[src/rtl/npc_pkg.sv]
// ============================================================================
// Module      : npc_pkg
// Description : Shared types and constants for the npc core PC sequencing.
// Revision    : 1.0 - initial release
// ============================================================================
`default_nettype none

package npc_pkg;

    typedef enum logic [3:0] {
        OP_NONE = 4'd0,
        OP_JAL  = 4'd1,
        OP_JALR = 4'd2,
        OP_BEQ  = 4'd3,
        OP_BNE  = 4'd4,
        OP_BLT  = 4'd5,
        OP_BGE  = 4'd6,
        OP_BLTU = 4'd7,
        OP_BGEU = 4'd8
    } ex_op_t;

    typedef enum logic [1:0] {
        ST_BOOT = 2'd0,
        ST_RUN  = 2'd1,
        ST_HALT = 2'd2
    } state_t;

    localparam int unsigned ILEN_BYTES = 4;

endpackage

`default_nettype wire

[src/rtl/pc_branch_resolve.sv]
// ============================================================================
// Module      : pc_branch_resolve
// Description : Combinational taken/target/alignment resolution of one op.
// Revision    : 1.0 - initial release
// ============================================================================
`default_nettype none

module pc_branch_resolve
    import npc_pkg::*;
#(
    parameter int XLEN  = 32,
    parameter bit C_EXT = 1'b0
) (
    input  logic            ex_valid,
    input  ex_op_t          ex_op,
    input  logic [XLEN-1:0] ex_pc,
    input  logic [XLEN-1:0] ex_imm,
    input  logic [XLEN-1:0] ex_rs1,
    input  logic            ex_eq,
    input  logic            ex_lt,
    input  logic            ex_ltu,
    output logic            taken,
    output logic [XLEN-1:0] target,
    output logic            misaligned
);

    logic            w_cond;
    logic            w_bad_align;
    logic [XLEN-1:0] w_pc_rel;
    logic [XLEN-1:0] w_reg_rel;

    always_comb begin
        w_cond = 1'b0;
        case (ex_op)
            OP_JAL:  w_cond = 1'b1;
            OP_JALR: w_cond = 1'b1;
            OP_BEQ:  w_cond = ex_eq;
            OP_BNE:  w_cond = !ex_eq;
            OP_BLT:  w_cond = ex_lt;
            OP_BGE:  w_cond = !ex_lt;
            OP_BLTU: w_cond = ex_ltu;
            OP_BGEU: w_cond = !ex_ltu;
            default: w_cond = 1'b0;
        endcase
    end

    assign w_pc_rel  = ex_pc + ex_imm;
    assign w_reg_rel = (ex_rs1 + ex_imm) & ~{{(XLEN-1){1'b0}}, 1'b1};
    assign target    = (ex_op == OP_JALR) ? w_reg_rel : w_pc_rel;
    assign taken     = ex_valid & w_cond;

    // Compressed support relaxes the check to halfword alignment.
    generate
        if (C_EXT) begin : g_align_half
            assign w_bad_align = target[0];
        end else begin : g_align_word
            assign w_bad_align = target[1];
        end
    endgenerate

    assign misaligned = taken & w_bad_align;

endmodule

`default_nettype wire

[src/rtl/pc_sequencer.sv]
// ============================================================================
// Module      : pc_sequencer
// Description : Architectural PC register, redirect priority and fetch request.
// Revision    : 1.0 - initial release
// ============================================================================
`default_nettype none

module pc_sequencer
    import npc_pkg::*;
#(
    parameter int          XLEN     = 32,
    parameter logic [63:0] RESET_PC = 64'h8000_0000,
    parameter bit          C_EXT    = 1'b0
) (
    input  logic            clk,
    input  logic            rst,
    input  logic            ex_valid,
    input  ex_op_t          ex_op,
    input  logic [XLEN-1:0] ex_pc,
    input  logic [XLEN-1:0] ex_imm,
    input  logic [XLEN-1:0] ex_rs1,
    input  logic            ex_eq,
    input  logic            ex_lt,
    input  logic            ex_ltu,
    input  logic            trap_valid,
    input  logic [XLEN-1:0] trap_vec,
    input  logic            mret_valid,
    input  logic [XLEN-1:0] mepc,
    input  logic            halt,
    output logic            fetch_valid,
    output logic [XLEN-1:0] fetch_pc,
    input  logic            fetch_ready,
    output logic            flush,
    output logic            misalign,
    output logic [XLEN-1:0] misalign_addr
);

    localparam logic [XLEN-1:0] c_RESET_PC  = RESET_PC[XLEN-1:0];
    localparam logic [XLEN-1:0] c_PC_STRIDE = XLEN'(ILEN_BYTES);

    state_t          r_state;
    state_t          w_state_nxt;
    logic [XLEN-1:0] r_fetch_pc;
    logic [XLEN-1:0] w_pc_nxt;
    logic            r_fetch_valid;
    logic            w_valid_nxt;
    logic            r_flush;
    logic            w_flush_nxt;
    logic            r_misalign;
    logic            w_mis_nxt;
    logic [XLEN-1:0] r_misalign_addr;
    logic [XLEN-1:0] w_mis_addr_nxt;

    logic            w_taken;
    logic [XLEN-1:0] w_target;
    logic            w_misaligned;

    pc_branch_resolve #(
        .XLEN  (XLEN),
        .C_EXT (C_EXT)
    ) u_resolve (
        .ex_valid   (ex_valid),
        .ex_op      (ex_op),
        .ex_pc      (ex_pc),
        .ex_imm     (ex_imm),
        .ex_rs1     (ex_rs1),
        .ex_eq      (ex_eq),
        .ex_lt      (ex_lt),
        .ex_ltu     (ex_ltu),
        .taken      (w_taken),
        .target     (w_target),
        .misaligned (w_misaligned)
    );

    always_ff @(posedge clk or posedge rst) begin
        if (rst) begin
            r_state <= ST_BOOT;
        end else begin
            r_state <= w_state_nxt;
        end
    end

    // Redirects abort any outstanding handshake; halt outranks every redirect.
    always_comb begin
        w_state_nxt    = r_state;
        w_pc_nxt       = r_fetch_pc;
        w_valid_nxt    = r_fetch_valid;
        w_flush_nxt    = 1'b0;
        w_mis_nxt      = 1'b0;
        w_mis_addr_nxt = r_misalign_addr;
        case (r_state)
            ST_BOOT: begin
                w_state_nxt = ST_RUN;
                w_valid_nxt = 1'b1;
            end
            ST_RUN: begin
                if (halt) begin
                    w_state_nxt = ST_HALT;
                    w_valid_nxt = 1'b0;
                end else if (trap_valid) begin
                    w_pc_nxt    = trap_vec;
                    w_flush_nxt = 1'b1;
                end else if (mret_valid) begin
                    w_pc_nxt    = mepc;
                    w_flush_nxt = 1'b1;
                end else if (w_taken && w_misaligned) begin
                    w_mis_nxt      = 1'b1;
                    w_mis_addr_nxt = w_target;
                end else if (w_taken) begin
                    w_pc_nxt    = w_target;
                    w_flush_nxt = 1'b1;
                end else if (r_fetch_valid && fetch_ready) begin
                    w_pc_nxt = r_fetch_pc + c_PC_STRIDE;
                end
            end
            ST_HALT: begin
                w_valid_nxt = 1'b0;
            end
            default: begin
                w_state_nxt = ST_BOOT;
                w_valid_nxt = 1'b0;
            end
        endcase
    end

    always_ff @(posedge clk or posedge rst) begin
        if (rst) begin
            r_fetch_pc      <= c_RESET_PC;
            r_fetch_valid   <= 1'b0;
            r_flush         <= 1'b0;
            r_misalign      <= 1'b0;
            r_misalign_addr <= '0;
        end else begin
            r_fetch_pc      <= w_pc_nxt;
            r_fetch_valid   <= w_valid_nxt;
            r_flush         <= w_flush_nxt;
            r_misalign      <= w_mis_nxt;
            r_misalign_addr <= w_mis_addr_nxt;
        end
    end

    assign fetch_pc      = r_fetch_pc;
    assign fetch_valid   = r_fetch_valid;
    assign flush         = r_flush;
    assign misalign      = r_misalign;
    assign misalign_addr = r_misalign_addr;

endmodule

`default_nettype wire

[config.mk]
export PLATFORM = sky130hd
export DESIGN_NAME = pc_sequencer
export DESIGN_NICKNAME = d
export VERILOG_FILES = /design/src/rtl/npc_pkg.sv /design/src/rtl/pc_branch_resolve.sv /design/src/rtl/pc_sequencer.sv
export SDC_FILE = /design/constraint.sdc
export NUM_CORES = 1
export LEC_CHECK = 0
export CORE_UTILIZATION = 52
export CTS_CLUSTER_DIAMETER = 30
export DETAILED_ROUTE_END_ITERATION = 10
export PLACE_DENSITY_LB_ADDON = 0.2
export SLEW_MARGIN = 20
export SYNTH_ARGS = -nofsm -noshare
export SYNTH_HDL_FRONTEND = slang
export SYNTH_SLANG_ARGS = --single-unit
[constraint.sdc]
create_clock -name clk -period 4.98 [get_ports clk]
set_input_delay 0.996 -clock clk [delete_from_list [all_inputs] [get_ports clk]]
set_output_delay 0.996 -clock clk [all_outputs]
set_load 0.01 [all_outputs]
Word-level counts from Yosys, hierarchy flattened
Index checks and enable logic that the tools add are counted.
{"block": "word_totals", "word_cells": 60, "out_inout_bits": 67, "register_bits": 69, "memories": 0, "latch_bits": 0, "ramBits": 0, "mem_bits_ro": 0}
{"block": "op_classes", "multipliers": 0, "shift": 0, "div_mod_pow": 0, "reduce_logical": 11, "bitwise_logic": 6, "muxes": 22, "n_eq_ne": 12, "addsub": 3, "magnitude_cmp": 0}
{"operator": "$mux W32", "count": 6}
{"operator": "$add A32 B32 Y32", "count": 2}
{"operator": "$add A32 B3 Y32 const B", "count": 1}
{"operator": "$eq A4 B3 Y1 const B", "count": 4}
{"operator": "$mux W1", "count": 12}
{"operator": "$eq A4 B2 Y1 const B", "count": 2}
{"operator": "$pmux W1 S7", "count": 1}
{"operator": "$pmux W2 S3", "count": 1}
{"operator": "$reduce_and A5 Y1", "count": 1}
{"operator": "$eq A4 B1 Y1 const B", "count": 1}
{"operator": "$eq A4 B4 Y1 const B", "count": 1}
{"operator": "$not A1 Y1", "count": 4}
{"operator": "$reduce_and A4 Y1", "count": 1}
{"operator": "$reduce_bool A4 Y1", "count": 1}
{"operator": "$logic_not A1 Y1", "count": 3}
{"operator": "$ne A3 B3 Y1 const B", "count": 1}
{"operator": "$and A1 B1 Y1", "count": 2}
{"operator": "$eq A2 B1 Y1 const B", "count": 1}
{"operator": "$eq A2 B2 Y1 const B", "count": 1}
{"operator": "$logic_and A1 B1 Y1", "count": 2}
{"operator": "$logic_not A2 Y1", "count": 1}
{"operator": "$mux W2", "count": 1}
{"operator": "$ne A2 B2 Y1 const B", "count": 1}
{"operator": "$pmux W1 S2", "count": 1}
{"operator": "2 further kinds", "count": 2}

Longest topological paths before layout
Gate-level depths: netlist (run 1).
{"block": "logic_depth", "word_depth": 11, "depth_mapped": 13, "ltp_nobuf": 13}

Cells and area by module
Synthesis (run 1) repeated with hierarchy kept, for this count alone.
{"block": "unflattened", "hier_cells": 1016, "hier_area_um2": 8147.8}
{"mod": "pc_sequencer", "n_inst": 1, "area_per_inst_um2": 4332.9, "cells_per_inst": 465}
{"mod": "pc_branch_resolve", "n_inst": 1, "area_per_inst_um2": 3814.9, "cells_per_inst": 551}

Worst setup path before layout (run 1)
OpenSTA, ideal clock, no wires.
{"block": "synth_timing", "path_type": "in2reg", "startpoint": "input ex_pc[0]", "endpoint": "register r_misalign_addr[30] (netlist: misalign_addr[30])", "path_slack_ps": 1642, "stages": 12, "required_ps": 4855, "arrival_ps": 3214, "path_buffers": 0, "path_cell_list": "ha_1 -> inv_1 -> fa_1 -> nand2b_1 -> a21oi_1 -> o31a_1 -> o2111ai_1 -> o22ai_2 -> a221oi_1 -> xor2_1 -> mux2i_1 -> mux2_2"}
{"block": "synth_via", "elab_chain_len": 5}
{"element": "from (decl)", "line": "pc_sequencer.sv:19", "text": "input logic [XLEN-1:0] ex_pc,"}
{"element": "$add A32 B32 Y32 *", "line": "pc_branch_resolve.sv:47", "text": "assign w_pc_rel = ex_pc + ex_imm;"}
{"element": "$mux W32 *", "line": "pc_branch_resolve.sv:49", "text": "assign target = (ex_op == OP_JALR) ? w_reg_rel : w_pc_rel;"}
{"element": "$and A1 B1 Y1", "line": "pc_branch_resolve.sv:61", "text": "assign misaligned = taken & w_bad_align;"}
{"element": "$logic_and A1 B1 Y1", "line": "pc_sequencer.sv:106", "text": "end else if (w_taken && w_misaligned) begin"}
{"element": "$reduce_and A5 Y1 (no source line)"}
{"element": "to (signal assigned)", "line": "pc_sequencer.sv:138", "text": "r_misalign_addr <= w_mis_addr_nxt;"}
{"element": "to (decl)", "line": "pc_sequencer.sv:51", "text": "logic [XLEN-1:0] r_misalign_addr;"}
Mark *: on every way between the ends. The rest lies on a longest branch, timed or not.
A chain may end at the register's enable or synchronous reset.

Worst setup path in the final report (run 1)
{"block": "layout_timing", "startpoint": "input ex_imm[0]", "endpoint": "register r_fetch_pc[28] (netlist: fetch_pc[28])"}
{"block": "layout_via", "elab_chain_len": 6}
{"element": "from (decl)", "line": "pc_sequencer.sv:20", "text": "input logic [XLEN-1:0] ex_imm,"}
{"element": "$add A32 B32 Y32 (on tied branches)", "line": "pc_branch_resolve.sv:47, pc_branch_resolve.sv:48"}
{"element": "$mux W32 *", "line": "pc_branch_resolve.sv:49"}
{"element": "$and A1 B1 Y1 / $mux W32 (equally long branches)", "line": "pc_branch_resolve.sv:61, pc_sequencer.sv:109"}
{"element": "$logic_and A1 B1 Y1 / $mux W32 (equally long branches)", "line": "pc_sequencer.sv:106"}
{"element": "$ne A3 B3 Y1 (no source line) / $mux W32 (equally long branches)"}
{"element": "$reduce_and A4 Y1 (no source line) / $mux W32 (equally long branches)"}
{"element": "to (signal assigned)", "line": "pc_sequencer.sv:128", "text": "r_fetch_pc <= c_RESET_PC;"}
{"element": "to (signal assigned)", "line": "pc_sequencer.sv:134", "text": "r_fetch_pc <= w_pc_nxt;"}
{"element": "to (decl)", "line": "pc_sequencer.sv:43", "text": "logic [XLEN-1:0] r_fetch_pc;"}
Mark *: on every way between the ends. The rest lies on a longest branch, timed or not. The select of a mux whose other input is x is not followed.

==> out/metrics.cfg, run 1 <==
[timing]
setup_violations=0
worst_slew_pin_slew_ns=1.089
rsz0062_at_grt=no
hold_viol=0
maxSlewViolCount=0
min_period_over_period_pct=80.34
relSlewSlack_pct=27.11
min_period_ns=4.001
fin_tns_setup_ns=0
clock.fmax_ghz=0.2499
skew_ns=0.007364

[clock_tree]
postCtsHoldBufs=0
cts_resized=0
htree_levels=3
clk_pin_slew_worst_paths_ns=0.06
clk_latency_ns=0.34
numClockSinks=69
cts_tree=built
numCtsBuffers=9
clk_path_buf_depth=2
cts_setup_buffers=0
cts_root_buf=clkbuf_16

[place]
numPortBuffers=240
dp_hpwl_mm=19.67
place_congestion=0.9930
placed_cell_area_sq_um=9988

[grt]
grt.overflow.total=0
grt_pass1_vias=7493
grt_max_degree=45
grt_antenna_before_repair=0
grt_usage_pct=33.18
grt_pass1_wl_mm=38.43

[floorplan]
die_w_microns=121.7
dieHeight_microns=121.7
core-area_sq_um=13930
rows=43
dieArea_sq_um=14810
ios=241
start_util_pct=53.45

[synthesis]
synth_most_common_cell=a21oi_1
synth_cell_types=72
yosys-top-cells-area=dfrtp_1 (23%), ha_1 (10%), a21oi_1 (7.7%)
ys_ff_latch=69
syn_nets=1198
synth_area_sq_um=7448
synth_edf_count=0
avgSynthCellArea_sq_um=7.759
synth_ff_type=dfrtp_1
yosysSeqAreaShare_pct=23.20
syn_inst=960
ys_async_sr_fraction_pct=100.0
synth_commonest_cells=a21oi_1 (115), nor2_1 (96), nand2_1 (89)
synth_top_cell_by_area=dfrtp_1
synth_warnings=0
yosysTopAreaCellShare_pct=22.85

[setup_path]
crit_buf_inv=2
critPathRequiredTime_ns=5.23
end_kind=register
crit_family=compound AO/OA/AOI/OAI gates
reg2reg_to=fetch_pc[26]
r2r_setup_slack_ns=2.00
reg2reg_from=fetch_pc[2]
path_class=primary input to register
cp_max_fo=4
reg2reg_depth=12
worstPathCellList=clkdlybuf4s50_1, ha_1, inv_1, fa_1, nand2b_1, a21oi_1, o31a_1, o2111ai_1, o22ai_2, a22oi_1, a31o_2, o2111ai_1, o21ai_0, o21ai_0
slowest_delay_ns=0.51
cp_slowest_cell=clkdlybuf4s50_1
start_kind=primary input
cp.arrival_ns=4.25

[detailed_routing]
drc=0
drtIter0Drc=884
drt-total-wl_mm=24.70
drt_first_pass_iters=6
ant_nets=0
via_count=8434
post_drt_wl_per_cell_microns=18.11
via_per_inst=6.183

[power]
pwr-share-comb_pct=51.1
switching_share_pct=39.32
leakage_nw=4.285
seq_power_share_pct=30.3
powerDensity_nw_per_um2=329.7
pwr-share-clk_pct=18.6
switchingPower_mw=1.333
ir_drop_uv=169.1
intPower_mw=2.057

[min_path]
worst_hold_path_type=register to register
min_to=misalign_addr[1]
min_delay_path_depth=1
hold_path.startpoint=misalign_addr[1]

[finish]
nNetsFinal=1417
area_growth_pct=38.03
regArea_sq_um=1728
antenna_cells=0
multiInputGateArea_sq_um=5460
drive_gt1_share_pct=5.405
nFillCells=1112
stdcell_area_sq_um=10280

[run]
maxCapViolations=0

[outcome]
status=completed

per-stage QoR:
stage | cells | utilization [%] | hold WS, ns | setup slack, ns | power (mW)
finish | 1364 | 73.78 | 0.4766 | 0.9790 | 3.390
global placement | 1348 | 71.68 | 0.4513 | 0.8444 | 2.694
floorplan | 960 | - | 0.4430 | 1.642 | 1.884
global route | 1364 | 73.78 | 0.4862 | 0.7929 | 3.592
detailed placement | 1348 | 71.68 | 0.4634 | 0.6949 | 2.732
CTS | 1364 | 73.78 | 0.4772 | 1.037 | 3.368
layout by cell type (no fill, tap or decap), types with 8 or more instances in the layout:
cell             Yosys  final
a211oi_1            12     12
a221oi_1             9      9
a222oi_1             9      9
nor3_1              16     16
a21oi_1            115    115
a31oi_1             18     18
o211ai_1            11     11
o21ai_0             67     67
inv_1               20     19
ha_1                62     62
a21o_1              27     27
and3_1              14     13
nor2_1              96     96
mux2_2              10     10
nand4_1             15     15
xnor2_1             37     37
mux2i_1              8      8
o21a_1              10     10
xor2_1              30     30
a22oi_1              8      8
clkdlybuf4s50_1      0    240
clkbuf_16            0      9
buf_4                1     13
nand2_1             89     89
nand2b_1            17     17
nand3_1             34     34
dfrtp_1             68     68
o21bai_1             9      9
power by group through the flow:
| stage | Clock, mW | Combinational, mW | Sequential (mW) |
|---|---|---|---|
| after floorplan | 0 | 0.824 | 1.06 |
| after global routing | 0.662 | 1.88 | 1.05 |
| after detailed placement | 0 | 1.71 | 1.02 |
| after global placement | 0 | 1.68 | 1.02 |
| final | 0.631 | 1.73 | 1.03 |
| after CTS | 0.633 | 1.72 | 1.02 |
sequential cells by signal, summed over array words and instances, names as in the netlist:
| register | cells |
|---|---|
| misalign | 1 |
| fetch_valid | 1 |
| r_state | 2 |
| misalign_addr | 32 |
| fetch_pc | 32 |
| flush | 1 |
cell type report:
cell class | instances | area share [%]
clock buffer | 10 | 2.227
clock inverter | 6 | 0.6207
inverter | 20 | 0.7302
multi-input combinational | 826 | 53.11
sequential | 69 | 16.81
tap | 180 | 2.191
timing repair buffer | 253 | 24.32
metal layers:
metal	share of wire (%)	track usage, %	vias to the layer above	wire length, microns
li1	-	-	4021	-
met1	43	45.55	3899	10720
met4	2.1	9.105	0	512
met3	9.3	5.431	37	2307
met5	0	0	-	0
met2	45	53.76	477	11150
worst max path at each step:
stage / start / endpoint / depth (start not counted)
finish: ex_imm[0] / fetch_pc[28] / 14
CTS: ex_imm[0] / fetch_pc[28] / 14
global route: ex_imm[0] / fetch_pc[28] / 14
detailed placement: ex_imm[0] / fetch_pc[28] / 14
global placement: ex_imm[0] / fetch_pc[28] / 14
floorplan: ex_pc[0] / misalign_addr[30] / 12
logic make-up (layout without fill, tap and decap cells):
| group | count (synthesis) | in the layout | synth area share (%) |
|---|---|---|---|
| AO/OA/AOI/OAI | 355 | 355 | 31.25 |
| AND/OR/NAND/NOR | 322 | 322 | 20.63 |
| multiplexers | 18 | 18 | 2.587 |
| adder cells (fa/ha/maj) | 64 | 64 | 10.95 |
| XOR/XNOR | 67 | 67 | 7.878 |
| flip-flops | 69 | 69 | 23.20 |
| buffers and inverters | 65 | 289 | 3.511 |
worst reg2reg max path, cell delays in order, from the launching register on:
cell      delay [ns]
dfrtp_1         0.44
ha_1            0.21
and3_1          0.26
nand4_1         0.29
nor3_1          0.26
buf_4           0.17
nand3_1         0.16
nor2_1          0.17
xor2_1          0.08
a222oi_1        0.36
o311ai_0        0.20
a31oi_1         0.19
nor2_1          0.05
Note: power is estimated with default switching activity, not from simulation.
==> inputs of run 2 (changes only) <==
- CORE_UTILIZATION: 52 -> 48
- clock period: 4.98 -> 3.7 ns (I/O delays scaled with it)
==> out/metrics.cfg, run 2 (synthesis gave the netlist of run 1 again) <==
[clock_tree]
clk_path_buf_depth=2
numCtsBuffers=9
clk_latency_ns=0.33
cts_tree=built
numClockSinks=69
clk_pin_slew_worst_paths_ns=0.06
cts_root_buf=clkbuf_16
htree_levels=3

[floorplan]
die_w_microns=126.6
dieArea_sq_um=16020
ios=241
start_util_pct=49.18
core-area_sq_um=15150
dieHeight_microns=126.6
rows=45

[finish]
nNetsFinal=1506
layout_commonest_cell=clkdlybuf4s50_1
layout.cells.non_filler=1461
stdcell_area_sq_um=11030
nFillCells=1233
regArea_sq_um=1728
antenna_cells=0
drive_gt1_share_pct=12.18
final_cell_mix=clkdlybuf4s50_1 (240), a21oi_1 (113), buf_4 (101)
area_growth_pct=48.04
multiInputGateArea_sq_um=5468

[timing]
whs_ns=0.4793
min_period_over_period_pct=94.64
skew_ns=0.007290
min_period_ns=3.502
fin_tns_setup_ns=0
maxSlewViolCount=0
setup_violations=0
clock.fmax_ghz=0.2856
hold_viol=0
rsz0062_at_grt=no
relSlewSlack_pct=39.65
worst_slew_pin_slew_ns=0.9052

[power]
pwr-share-clk_pct=20.4
ir_drop_uv=276.8
switchingPower_mw=1.838
switching_share_pct=37.82
seq_power_share_pct=28.5
powerDensity_nw_per_um2=440.8
leakage_nw=4.748
intPower_mw=3.022
pwr-share-comb_pct=51.1

[detailed_routing]
drtIter0Drc=913
ant_nets=0
drc=0
via_per_inst=5.985
post_drt_wl_per_cell_microns=17.76
drt_first_pass_iters=5
via_count=8744
drt-total-wl_mm=25.95

[setup_path]
path_class=primary input to register
reg2reg_to=fetch_pc[27]
critPathRequiredTime_ns=3.92
reg2reg_from=fetch_pc[4]
r2r_setup_slack_ns=0.90
cp.arrival_ns=3.72
reg2reg_depth=10
end_kind=register
cp_max_fo=3
start_kind=primary input

[min_path]
hold_path.startpoint=r_state[1]
min_to=fetch_valid
worst_hold_path_type=register to register
min_delay_path_depth=1

[grt]
grt_pass1_vias=8088
grt_pass1_wl_mm=40.94
grt_usage_pct=32.34
grt_antenna_before_repair=0
grt_max_degree=70
grt.overflow.total=0

[place]
place_congestion=0.9901
dp_hpwl_mm=20.93
numPortBuffers=240
placed_cell_area_sq_um=10680
dp_cells=1445

[outcome]
status=completed

[run]
maxCapViolations=0

==> run 2: changes by cell type in the layout (fill, tap and decap cells not counted), sizes merged <==
cell,delta
buf,+89
bufinv,+2
clkinv,-1
clkinvlp,-1
==> run 2: timing repair <==
action                                  CTS  global route
buffers inserted                          0             0
gates resized for setup                   0             4
hold buffers                              0             0
hold endpoints to repair                  0             0
endpoints found under the setup margin    0             5
==> run 2: how the worst max path moves through the flow <==
stage                         start           endpoint  slack [ns]  cells past startpoint
after floorplan            ex_pc[0]  misalign_addr[30]        0.62                     12
after global placement    ex_imm[0]       fetch_pc[24]       -0.04                     14
after detailed placement  ex_imm[0]       fetch_pc[22]       -0.14                     14
after CTS                 ex_imm[0]       fetch_pc[22]        0.20                     14
after global routing      ex_imm[0]       fetch_pc[22]        0.05                     14
final                     ex_imm[1]  misalign_addr[31]        0.20                     12
==> run 2: layer usage <==
metal / vias to the layer above / wire, microns / global-route usage (%)
met5: - / 0 / 0
met4: 0 / 811 / 13.04
met3: 50 / 2050 / 4.386
met2: 459 / 11530 / 51.61
met1: 4028 / 11560 / 44.14
li1: 4207 / - / -
==> run 2: area by class of cell <==
class / count / share of cell area, %
multi-input combinational: 826 / 49.59
sequential: 69 / 15.67
tap: 188 / 2.133
clock inverter: 6 / 1.010
inverter: 20 / 0.6808
clock buffer: 10 / 2.076
timing repair buffer: 342 / 28.84
==> run 2: power groups by stage <==
stage | sequential [mW] | combinational [mW] | clock [mW]
2_1_floorplan | 1.43 | 1.11 | 0
3_3_place_gp | 1.37 | 2.42 | 0
3_5_place_dp | 1.38 | 2.45 | 0
4_1_cts | 1.37 | 2.47 | 0.999
5_1_grt | 1.42 | 2.69 | 1.03
6_report | 1.38 | 2.49 | 0.991
==> run 2: critical path, cell delays in order <==
cell             delay (ns)
clkdlybuf4s50_1        0.51
ha_1                   0.27
a211oi_2               0.27
o21ai_2                0.12
o2111ai_2              0.19
nand4_1                0.24
and4_1                 0.26
or3_1                  0.30
a21oi_1                0.16
o21ai_1                0.18
xor2_1                 0.19
mux2_2                 0.28
==> run 2: through the flow <==
stage | setup slack, ns | power, mW | utilization (%)
floorplan | 0.6178 | 2.536 | -
global placement | -0.03771 | 3.782 | 70.51
global route | 0.04810 | 5.137 | 72.80
CTS | 0.2009 | 4.837 | 72.76
detailed placement | -0.1356 | 3.832 | 70.51
finish | 0.1984 | 4.860 | 72.80
